===== src/rtl/fir_coef_ctrl.sv =====
// fir_coef_ctrl: coefficient bank controller and input sequencer for an NTAPS-tap FIR.
//
// Ports:
//   CLK, RST                      clock (rising edge), synchronous active-high reset
//   CFG_WE/CFG_ADDR/CFG_DATA      shadow coefficient write port
//   CFG_COMMIT/CFG_CLR            request shadow->active swap, optional zero flush
//   CFG_BUSY                      commit sequence in progress
//   SRC_VIN/SRC_DIN/SRC_RDY       upstream sample handshake
//   FIR_VIN/FIR_DIN               sample stream into the FIR
//   FIR_VOUT                      FIR result valid (one per accepted FIR_VIN)
//   H_BUS                         active coefficients, tap k at [k*WIDTH +: WIDTH]
//   SNK_VOUT                      FIR_VOUT with flush results masked off
//   ERR                           sticky in-flight counter under/overflow
module fir_coef_ctrl #(
  parameter int unsigned NTAPS = 11,
  parameter int unsigned WIDTH = 16,
  parameter int unsigned CNT_W = 5
) (
  input  logic                   CLK,
  input  logic                   RST,
  input  logic                   CFG_WE,
  input  logic [3:0]             CFG_ADDR,
  input  logic [WIDTH-1:0]       CFG_DATA,
  input  logic                   CFG_COMMIT,
  input  logic                   CFG_CLR,
  output logic                   CFG_BUSY,
  input  logic                   SRC_VIN,
  input  logic [WIDTH-1:0]       SRC_DIN,
  output logic                   SRC_RDY,
  output logic                   FIR_VIN,
  output logic [WIDTH-1:0]       FIR_DIN,
  input  logic                   FIR_VOUT,
  output logic [NTAPS*WIDTH-1:0] H_BUS,
  output logic                   SNK_VOUT,
  output logic                   ERR
);

  localparam int unsigned ZW = $clog2(NTAPS);
  localparam logic [3:0] LastAddr = 4'(NTAPS - 1);
  localparam logic [ZW-1:0] FlushLen = ZW'(NTAPS - 1);
  localparam logic [CNT_W-1:0] CntMax = '1;

  typedef enum logic [1:0] {StRun, StDrain, StSwap, StZfill} state_e;

  state_e state_q, state_d;

  logic [WIDTH-1:0] shadow_q [NTAPS];
  logic [WIDTH-1:0] active_q [NTAPS];
  logic [CNT_W-1:0] inflight_q;
  logic [ZW-1:0]    discard_q;
  logic [ZW-1:0]    zcnt_q;
  logic             err_q;
  logic             clr_flag_q;
  logic             flush_start;

  // Zero flush begins on the SWAP exit edge; in-flight is 0 here, so no result can be
  // mis-tagged by reloading the discard counter.
  assign flush_start = (state_q == StSwap) && clr_flag_q;

  // State register
  always_ff @(posedge CLK) begin
    if (RST) state_q <= StRun;
    else     state_q <= state_d;
  end

  // Next-state logic
  always_comb begin
    state_d = state_q;
    unique case (state_q)
      StRun:   if (CFG_COMMIT) state_d = StDrain;
      StDrain: if (inflight_q == '0) state_d = StSwap;
      StSwap:  state_d = clr_flag_q ? StZfill : StRun;
      StZfill: if (zcnt_q == ZW'(1)) state_d = StRun;
      default: state_d = StRun;
    endcase
  end

  // Outputs
  always_comb begin
    SRC_RDY = 1'b0;
    FIR_VIN = 1'b0;
    FIR_DIN = '0;
    if (!RST) begin
      unique case (state_q)
        StRun: begin
          SRC_RDY = 1'b1;
          FIR_VIN = SRC_VIN;
          FIR_DIN = SRC_DIN;
        end
        StZfill: FIR_VIN = 1'b1;
        default: ;
      endcase
    end
  end

  assign CFG_BUSY = (state_q != StRun);
  assign SNK_VOUT = !RST && FIR_VOUT && (discard_q == '0);
  assign ERR      = err_q;

  for (genvar k = 0; k < NTAPS; k++) begin : g_hbus
    assign H_BUS[k*WIDTH +: WIDTH] = active_q[k];
  end

  // Banks, counters and flags
  always_ff @(posedge CLK) begin
    if (RST) begin
      for (int k = 0; k < NTAPS; k++) begin
        shadow_q[k] <= '0;
        active_q[k] <= '0;
      end
      inflight_q <= '0;
      discard_q  <= '0;
      zcnt_q     <= '0;
      err_q      <= 1'b0;
      clr_flag_q <= 1'b0;
    end else begin
      if (CFG_WE && !CFG_BUSY && (CFG_ADDR <= LastAddr)) shadow_q[CFG_ADDR] <= CFG_DATA;

      if ((state_q == StRun) && CFG_COMMIT) clr_flag_q <= CFG_CLR;

      // All taps move together so the FIR never sees a mixed bank.
      if (state_q == StSwap) begin
        for (int k = 0; k < NTAPS; k++) active_q[k] <= shadow_q[k];
      end

      if (flush_start)              zcnt_q <= FlushLen;
      else if (state_q == StZfill)  zcnt_q <= zcnt_q - ZW'(1);

      if (flush_start)                      discard_q <= FlushLen;
      else if (FIR_VOUT && discard_q != '0) discard_q <= discard_q - ZW'(1);

      // Saturating count of samples inside the FIR pipeline.
      unique case ({FIR_VIN, FIR_VOUT})
        2'b10: begin
          if (inflight_q == CntMax) err_q <= 1'b1;
          else                      inflight_q <= inflight_q + CNT_W'(1);
        end
        2'b01: begin
          if (inflight_q == '0) err_q <= 1'b1;
          else                  inflight_q <= inflight_q - CNT_W'(1);
        end
        default: ;
      endcase
    end
  end

endmodule


===== config.mk =====
export PLATFORM = sky130hd
export DESIGN_NAME = fir_coef_ctrl
export DESIGN_NICKNAME = d
export VERILOG_FILES = /design/src/rtl/fir_coef_ctrl.sv
export SDC_FILE = /design/constraint.sdc
export NUM_CORES = 1
export LEC_CHECK = 0
export CAP_MARGIN = 20
export CORE_UTILIZATION = 50
export DETAILED_ROUTE_END_ITERATION = 10
export GPL_ROUTABILITY_DRIVEN = 0
export MAX_ROUTING_LAYER = met4
export PLACE_DENSITY = 0.81
export SLEW_MARGIN = 20
export SYNTH_ARGS = -nofsm -noshare
export SYNTH_HDL_FRONTEND = slang
export SYNTH_SLANG_ARGS = --single-unit

===== constraint.sdc =====
create_clock -name CLK -period 4.4 [get_ports CLK]
set_input_delay 0.88 -clock CLK [delete_from_list [all_inputs] [get_ports CLK]]
set_output_delay 0.88 -clock CLK [all_outputs]
set_load 0.02 [all_outputs]

# Word level (Yosys, flattened, before mapping)
# Memory sizes are Yosys's and may differ from the RTL's.
# Cells that the tools add are included.
# op_classes
magnitude_cmp	1
bitwise	11
eq_ne	14
mux	43
add_sub_neg	4
reduce_logical	22
# ops
operator	count
two-way mux 16 bit	14
two-way mux 4 bit	5
OR reduction 16 bit	1
two-way mux 1 bit	14
inequality test 2 bit (second input constant)	7
bitwise OR 1 bit	11
two-way mux 5 bit	2
one-hot mux 5 bit (2 select lines)	1
AND reduction 3 bit	3
two-way mux 2 bit	4
one-hot mux 2 bit (4 select lines)	1
nonzero test 2 bit	4
subtractor 4 x 1 -> 4 bit (second input constant)	2
logical AND 1 bit	7
equality test 2 bit (second input constant)	3
adder 5 x 1 -> 5 bit (second input constant)	1
equality test 5 bit (second input constant)	1
logical NOT 5 bit	1
subtractor 5 x 1 -> 5 bit (second input constant)	1
equality test 2 x 1 -> 1 bit (second input constant)	2
equality test 4 x 1 -> 1 bit (second input constant)	1
<= comparator 4 bit (second input constant)	1
logical NOT 4 bit	1
one-hot mux 1 bit (2 select lines)	2
other kinds (4)	5
# word_totals
inputBits	43
output_inout_bits	197
n_memories	2
ff_bits	17
elab_cells	105
ramBits	352
# memory_table
name	words	word_bits	rd	rd_ports_with_merged_regs	write_ports	line	rtl
active_q	11	16	11	0	11	48	logic [WIDTH-1:0] active_q [NTAPS];
shadow_q	11	16	11	0	11	47	logic [WIDTH-1:0] shadow_q [NTAPS];

# Longest topological paths before layout
# depth
ltp_word	9
ltp_mapped	12
ltp_nobuf	12

# Worst setup path before layout
# No wires, ideal clock.
# synth_path
kind	input to register
startpoint	input RST
endpoint	memory active_q[0][0], enable pin
path_stages	3
setup_ns	0.462
required_time_ns	3.938
arrival_ns	3.516
path_buffers	2
slack_ns	0.421
cell_sequence	clkbuf_1 > clkbuf_1 > or2_2
# synth_lines
item	line	rtl
from (decl)	20	input logic RST,
to (decl)	48	

# Worst setup path in the final report
# layout_path
startpoint	register state_q[0]
endpoint	output FIR_DIN[13]
# layout_via
elab_chain_len	3
# layout_lines
item	line	rtl
from (decl)	45	state_e state_q, state_d;
from (signal assigned)	62	if (RST) state_q <= StRun;
from (signal assigned)	63	else state_q <= state_d;
logical NOT 2 bit	84	unique case (state_q)
two-way mux 16 bit	84	
two-way mux 16 bit	83	if (!RST) begin
to (decl)	31	output logic [WIDTH-1:0] FIR_DIN,
# Every way passes these cells.

==> flow_summary.toml <==
[timing]
slew_headroom = 0.299
grt_setup_unrepaired = "no"
fin_crit_sh = 0.838
hold_viol_final = 0
fmax_mhz = 271
finClkSkew_ns = 0.0149
setup_viol = 0
final.min_clock_period_ns = 3.69
tns_ns = 0
drv_slew = 0
worstMarginPinSlew_ns = 1.05

[detailed_routing]
drt.antenna.violating_nets = 0
vias = 8289
first_pass_iters = 6
drt_iter0_drc = 911
route.detailed.drc = 0
viasPerCell = 5.11
routedWlPerCell_um = 19.3
drt-total-wl_um = 31300

[run_status]
outcome = "finished clean"

[clocking]
path_clk_slew_ns = 0.06
cts_sinks = 369
ctsHoldBuffers = 0
htree_levels = 2
cts_resized = 0
cts-root-buf = "clkbuf_16"
cts_inserted_buffers = 37
cts_tree = "done"
clockBufferDepth = 3
insertion_delay_ns = 0.53
cts_setup_buffers = 0

[setup_path]
critPathLaunchType = "flop"
criticalPathCategory = "flop to output pin"
critPathMaxFanout = 17
cp_data_required_time_ns = 3.52
crit_path_end_kind = "output pin"
cp_data_arrival_time_ns = 2.81

[synth]
synth_seq_cells = 369
syn_avg_cell_area_um2 = 14.3
synth_area_mm2 = 0.0140
syn-instance-count = 981
synth_flop_cell = "edfxtp_1"
synth_warnings = 0
ys_async_sr_fraction = 0
synth_cell_types = 43
ys_seq_area_frac = 0.768
syn_nets = 1039
synth-edff-count = 336

[pwr]
irDropWorstVdd_mv = 0.360
p_leak_nw = 6.58
p_per_area_mw_per_mm2 = 531

[floorplanning]
rows = 60
fp.dieW_um = 169
dieArea_mm2 = 0.0287
placeableCoreArea_mm2 = 0.0272
die_h_um = 169
initial_core_util = 0.515
io_pins = 240

[cells_and_area]
nets = 1284
diodes = 0
multiInputGateArea_mm2 = 0.00291
regArea_mm2 = 0.0108
n_fill_cell = 1954
drive_gt1_frac = 0.0687
area_growth_pct = 28.5
design_area_mm2 = 0.0180
instances_no_fill = 1623

[global_route]
grt_pass1_vias = 8119
grt_max_degree = 125
grt_pass1_wl_um = 46500
gr-total-overflow = 0
grt_antenna_before_repair = 0
grt.total_usage = 0.228

[placement]
io_buffers = 239
post-place-cells = 1558
dp_hpwl_um = 20300
placed_area_mm2 = 0.0168

[flow_run]
drv_cap = 0

[hold_path]
hold_path_class = "flop to flop"
-- cell families after synthesis --
logic type,after synthesis,synth area share
flops,369,0.768
xor+xnor,10,0.00626
buf+inv,90,0.0253
mux,3,0.00223
compound gates,57,0.0256
fa+ha+maj,15,0.0139
simple gates,437,0.159
-- cells in the final DEF (no fill, tap or decap), drive strengths merged, types with 2 or more instances in the layout --
cell type      instances
edfxtp               336
clkdlybuf4s50        238
nor2                 192
and2                 177
clkbuf                48
inv                   34
dfxtp                 33
a21oi                 28
buf                   25
nand2                 18
nor2b                 18
o211ai                16
ha                    14
clkinv                12
nand2b                11
xnor2                  8
nand3                  5
o21ai                  4
nor3b                  4
nor3                   4
bufinv                 3
mux2i                  2
xor2                   2
or2                    2
-- cell usage after synthesis (all sizes together), types with 2 or more instances --
master | number | share of area
edfxtp | 336 | 0.72
mux2i | 2 | 0.0014
nor3 | 4 | 0.0021
nor2 | 192 | 0.051
or2 | 2 | 0.00089
dfxtp | 33 | 0.047
nor3b | 4 | 0.0025
inv | 32 | 0.0086
and2 | 177 | 0.079
nor2b | 18 | 0.0080
nand2 | 18 | 0.0048
o21ai | 4 | 0.0014
clkbuf | 43 | 0.012
xnor2 | 8 | 0.0050
buf | 15 | 0.0051
xor2 | 2 | 0.0013
a21oi | 28 | 0.010
nand3 | 5 | 0.0018
o211ai | 16 | 0.0086
ha | 14 | 0.013
nand2b | 11 | 0.0049
-- report_power, final --
part           internal (mW)  leakage [nW]  switching, mW  total (mW)
Combinational          0.870          2.26           1.16        2.03
Sequential              4.34          3.76          0.195        4.53
Clock                   1.74         0.560           1.26        2.99
-- path summary, 6_finish.rpt --
check                   from              end  slack, ns  depth (start not counted)
min          shadow_q[10][9]  shadow_q[10][9]       0.48                          2
max reg2reg       state_q[0]   shadow_q[5][9]       1.53                          6
max               state_q[0]      FIR_DIN[13]       0.71                          6
min reg2reg  shadow_q[10][9]  shadow_q[10][9]       0.48                          2
-- cell type report --
type	instances	share of cell area
Sequential cell	369	0.598
Timing Repair Buffer	264	0.145
Tap cell	372	0.0259
Clock buffer	47	0.0536
Multi-Input combinational cell	522	0.162
Clock inverter	17	0.0102
Inverter	32	0.00668
-- sequential cells by signal (all words and copies together) (netlist names) --
signal,count
shadow_q,176
ERR,1
zcnt_q,4
discard_q,4
active_q,176
state_q,2
clr_flag_q,1
inflight_q,5
-- worst max-delay path: stages (launching register included) --
cell	delay (ns)
dfxtp_1	0.37
inv_1	0.13
ha_1	0.30
inv_1	0.12
nor2_1	0.53
and2_1	0.23
clkdlybuf4s50_1	0.61
-- metrics by stage --
| stage | power (mW) | hold WS (ns) | utilization | setup slack (ns) |
|---|---|---|---|---|
| final | 9.56 | 0.483 | 0.662 | 0.712 |
| after global routing | 9.92 | 0.515 | 0.662 | 0.471 |
| after CTS | 9.63 | 0.487 | 0.662 | 0.677 |
| after detailed placement | 6.65 | 0.467 | 0.619 | 0.732 |
| after global placement | 6.58 | 0.450 | 0.619 | 0.907 |
| after floorplan | 5.66 | 0.447 | - | 0.421 |
-- per-layer routing --
layer  vias to the layer above  track usage  wire length (µm)
li1                       3843            -                 -
met1                      3998        0.303             13000
met2                       401        0.353             14700
met3                        47       0.0501              2790
met4                         0       0.0725               817
met5                         -            -                 0
Note: power is estimated with default switching activity, not from simulation.
